**src/rtl/trig_window_integrator.sv**
```systemverilog
// Triggered window integrator: after each trigger edge, waits a latched delay,
// then sums a latched number of signed samples and presents the total with a
// one-cycle valid strobe. Triggers arriving while busy set a sticky miss flag.
module trig_window_integrator #(
  parameter int DIN_W = 16,
  parameter int CNT_W = 8
) (
  input  logic                           clk,
  input  logic                           rst,
  input  logic                           trig,
  input  logic signed [DIN_W-1:0]        din,
  input  logic        [CNT_W-1:0]        delay,
  input  logic        [CNT_W-1:0]        width,
  input  logic                           miss_clr,
  output logic                           busy,
  output logic                           sum_valid,
  output logic signed [DIN_W+CNT_W-1:0]  sum_out,
  output logic                           trig_miss
);

  localparam int SUM_W = DIN_W + CNT_W;

  typedef enum logic [1:0] {IDLE, DELAY, INTEG, DONE} state_t;

  state_t                   state_q, state_d;
  logic                     trig_a_q, trig_b_q;
  logic                     trig_edge;
  logic [CNT_W-1:0]         d_cnt_q, d_cnt_d;
  logic [CNT_W-1:0]         w_cnt_q, w_cnt_d;
  logic signed [SUM_W-1:0]  acc_q, acc_d;
  logic signed [SUM_W-1:0]  sum_q, sum_d;
  logic                     valid_q, valid_d;
  logic                     miss_q, miss_d;

  // Widen a sample to accumulator width; the accumulator holds 2^CNT_W-1
  // full-scale samples, so no saturation is ever needed.
  function automatic logic signed [SUM_W-1:0] sext(input logic signed [DIN_W-1:0] x);
    return {{CNT_W{x[DIN_W-1]}}, x};
  endfunction

  assign trig_edge = trig_a_q & ~trig_b_q;
  assign busy      = (state_q != IDLE);
  assign sum_valid = valid_q;
  assign sum_out   = sum_q;
  assign trig_miss = miss_q;

  // Trigger synchroniser/edge detector and all state registers.
  always_ff @(posedge clk or posedge rst) begin
    if (rst) begin
      trig_a_q <= 1'b0;
      trig_b_q <= 1'b0;
      state_q  <= IDLE;
      d_cnt_q  <= '0;
      w_cnt_q  <= '0;
      acc_q    <= '0;
      sum_q    <= '0;
      valid_q  <= 1'b0;
      miss_q   <= 1'b0;
    end else begin
      trig_a_q <= trig;
      trig_b_q <= trig_a_q;
      state_q  <= state_d;
      d_cnt_q  <= d_cnt_d;
      w_cnt_q  <= w_cnt_d;
      acc_q    <= acc_d;
      sum_q    <= sum_d;
      valid_q  <= valid_d;
      miss_q   <= miss_d;
    end
  end

  // Window sequencing, accumulation and miss-flag next-state logic.
  always_comb begin
    state_d = state_q;
    d_cnt_d = d_cnt_q;
    w_cnt_d = w_cnt_q;
    acc_d   = acc_q;
    sum_d   = sum_q;
    valid_d = 1'b0;
    miss_d  = miss_q;

    unique case (state_q)
      IDLE: begin
        if (trig_edge) begin
          d_cnt_d = delay;
          w_cnt_d = width;
          acc_d   = '0;
          if (delay != '0)      state_d = DELAY;
          else if (width != '0) state_d = INTEG;
          else                  state_d = DONE;
        end
      end
      DELAY: begin
        d_cnt_d = d_cnt_q - 1'b1;
        if (d_cnt_q == CNT_W'(1)) state_d = (w_cnt_q != '0) ? INTEG : DONE;
      end
      INTEG: begin
        acc_d   = acc_q + sext(din);
        w_cnt_d = w_cnt_q - 1'b1;
        if (w_cnt_q == CNT_W'(1)) state_d = DONE;
      end
      DONE: begin
        sum_d   = acc_q;
        valid_d = 1'b1;
        state_d = IDLE;
      end
      default: state_d = IDLE;
    endcase

    // A new miss takes priority over a concurrent clear.
    if (trig_edge && busy) miss_d = 1'b1;
    else if (miss_clr)     miss_d = 1'b0;
  end

endmodule

```
**config.mk**
```make
export PLATFORM = sky130hd
export DESIGN_NAME = trig_window_integrator
export DESIGN_NICKNAME = d
export VERILOG_FILES = /design/src/rtl/trig_window_integrator.sv
export SDC_FILE = /design/constraint.sdc
export NUM_CORES = 1
export LEC_CHECK = 0
export CAP_MARGIN = 40
export CORE_UTILIZATION = 40
export DETAILED_ROUTE_END_ITERATION = 8
export GPL_ROUTABILITY_DRIVEN = 1
export GPL_TIMING_DRIVEN = 0
export PLACE_DENSITY = 0.58
export SYNTH_ARGS = -nofsm -noshare
export SYNTH_HDL_FRONTEND = slang
export SYNTH_SLANG_ARGS = --single-unit
```
**constraint.sdc**
```tcl
create_clock -name clk -period 2.9 [get_ports clk]
set_input_delay 0.58 -clock clk [delete_from_list [all_inputs] [get_ports clk]]
set_output_delay 0.58 -clock clk [all_outputs]
set_load 0.05 [all_outputs]
```
==> qor.csv <==
metric;value;unit
outcome;finished clean;
critPathLaunchType;input port;
h-tree-depth;3;
drt_first_pass_iters;6;
cts-root-buf;clkbuf_8;
end_kind;flop;
fin_skew;0.00896;ns
grt-ovfl-total;0;
max_freq;0.356;GHz
swShare;44.4;%
seq_power_share;29.7;%
ys_seq_area_share;40.8;%
endpoint;acc_q[22];
hp-class;reg2reg;
power.share.combinational;52.8;%
synth_seq_cells;70;
grt_max_degree;45;
rr_worst_depth;9;
grt_util_all_layers;19.2;%
die_h;106;um
drtAntennaViolNets;0;
worst_ep_required_time;3.11;ns
p_sw;0.00241;W
yosysWarnings;0;
area_delta_synth_final;25.0;%
num_vias;3575;
dp_slack;-0.363;ns
ys_types;64;
drt-wirelength-per-cell;15.3;um
r2r_slack;0.36;ns
io_pins;63;
dieWidth;106;um
startpoint;din[0];
via_per_inst;5.40;
drtIter0Drc;97;
final_cell_count_no_fill;662;
post_cts_buffers;0;
hold_buffers;0;
synth_nets;516;
layout_common_cells;70 x dfrtp_1, 61 x clkdlybuf4s50_1, 42 x o21ai_0, 39 x nand2_1, 33 x a21oi_1;
num_rows;37;
async_reset_ff_share;100;%
gp_congestion;0.820;
power_frac_clock;17.5;%
synth_edf_count;0;
dp_cells;646;
synthFlopType;dfrtp_1;
maxSlewHeadroom;56.3;%
peakVddDrop;0.443;mV
diodes;0;
grt_antenna_before_repair;0;
final_common_cell;dfrtp_1;
syn_area_per_cell;9.60;um2
slew_violations;0;
dieArea;11100;um2
portBuffers;62;
setup_slack;0.0891;ns
worstReg2RegStart;acc_q[0];
reg2reg_to;acc_q[22];
post-route-period-util;96.9;%
drt_wl_total;10100;um
fp.coreArea;10400;um2
period_needed;2.81;ns
syn_inst;447;
clock-sinks;70;
synth_area;4290;um2
power.density;1010;nW/um2
start_util;41.4;%
nets;590;
tightest_slew;0.656;ns
clock_path_buffers;2;
cts_resized;0;
drive_gt1_share;13.9;%
clkSlewWorstSetupHoldPaths;0.07;ns
cap_violations;0;
setup_viol;0;
final_hold_viol_count;0;
power.internal;0.00302;W
drcViolationCount;0;
rsz0062_at_grt;true;
fin_hold_ws;0.410;ns
cts_inserted_buffers;9;
critical_path_arrival;3.02;ns
grt_pass1_wl;17100;um
cts_tree;built;
insertion_delay;0.35;ns
path_max_fanout;3;
dp_hpwl;7460;um
grt_pass1_vias;3590;
leakagePower;2.36;nW
crit_type;in2reg;
cells in the mapped netlist, types with 4 or more instances:
cell type,number,share of area (%)
xnor2_1,9,1.8
nand2_1,39,3.4
nor2_1,17,1.5
a211oi_1,4,0.70
nor3b_1,4,0.70
nand3_1,20,2.3
o21ai_0,42,4.9
and2_1,4,0.58
mux2_2,24,6.3
o21ai_1,4,0.47
o22ai_1,14,2.0
a21oi_1,35,4.1
buf_2,6,0.70
ha_1,32,9.3
a21o_1,9,1.6
nor3_1,7,0.82
clkbuf_1,11,0.96
xor2_1,9,1.8
or3_1,4,0.58
nor4_1,6,0.87
dfrtp_1,70,41
inv_1,18,1.6
registers in the layout, summed over array words and instances, names as in the netlist:
name / count
state_q: 2
trig_b_q: 1
trig_miss: 1
trig_a_q: 1
d_cnt_q: 8
sum_out: 24
w_cnt_q: 8
acc_q: 24
sum_valid: 1
worst min-delay path by stage:
| stage | startpoint | endpoint | cells after the start |
|---|---|---|---|
| 2_1_floorplan | trig_a_q | trig_b_q | 0 |
| 3_3_place_gp | trig_a_q | trig_b_q | 0 |
| 3_5_place_dp | trig_a_q | trig_b_q | 0 |
| 4_1_cts | trig_a_q | trig_b_q | 0 |
| 5_1_grt | trig_a_q | trig_b_q | 0 |
| 6_report | trig_a_q | trig_b_q | 0 |
power groups by stage:
stage / clock network [W] / logic, W / registers [W]
after floorplan: 0 / 0.00165 / 0.00204
after global placement: 0 / 0.00282 / 0.00162
after detailed placement: 0 / 0.00285 / 0.00164
after CTS: 0.000979 / 0.00288 / 0.00162
after global routing: 0.00101 / 0.00317 / 0.00167
final: 0.000951 / 0.00287 / 0.00162
worst max-delay path: stages:
cell	delay (ns)
clkdlybuf4s50_1	0.43
ha_1	0.25
fa_1	0.41
a21o_1	0.19
a221o_2	0.39
nand3_2	0.12
a21oi_2	0.10
a221oi_2	0.32
xor2_1	0.17
o21ai_0	0.08
kinds of logic after synthesis:
| kind of cell | after synthesis | share of synthesized area [%] |
|---|---|---|
| compound gates | 143 | 21.5 |
| simple gates | 117 | 13.4 |
| flops | 70 | 40.8 |
| buf+inv | 40 | 4.11 |
| fa+ha+maj | 33 | 9.80 |
| mux | 26 | 6.76 |
| xor+xnor | 18 | 3.67 |
stage by stage:
stage	util [%]	setup TNS, ns	instance area (um2)	total power, W
4_1_cts	51.6	0	5350	0.00547
5_1_grt	51.7	-0.0323	5360	0.00585
2_1_floorplan	-	0	4290	0.00368
3_5_place_dp	49.3	-2.13	5110	0.00449
3_3_place_gp	49.0	-55.18	5080	0.00444
6_report	51.7	0	5360	0.00544
final cells by class:
class / count / area, um2
Clock inverter: 7 / 113
Fill cell: 996 / 5010
Tap cell: 136 / 170
Inverter: 18 / 70.1
Sequential cell: 70 / 1750
Multi-Input combinational cell: 337 / 2380
Buffer: 22 / 109
Timing Repair Buffer: 63 / 651
Clock buffer: 9 / 124
routing by layer:
layer	vias up	wire length [um]	global-route usage [%]
met5	-	0	0
met4	0	53	4.56
met3	4	292	4.27
met2	55	4960	32.5
met1	1728	4810	24.8
li1	1788	-	-
Note: power is estimated with default switching activity, not from simulation.
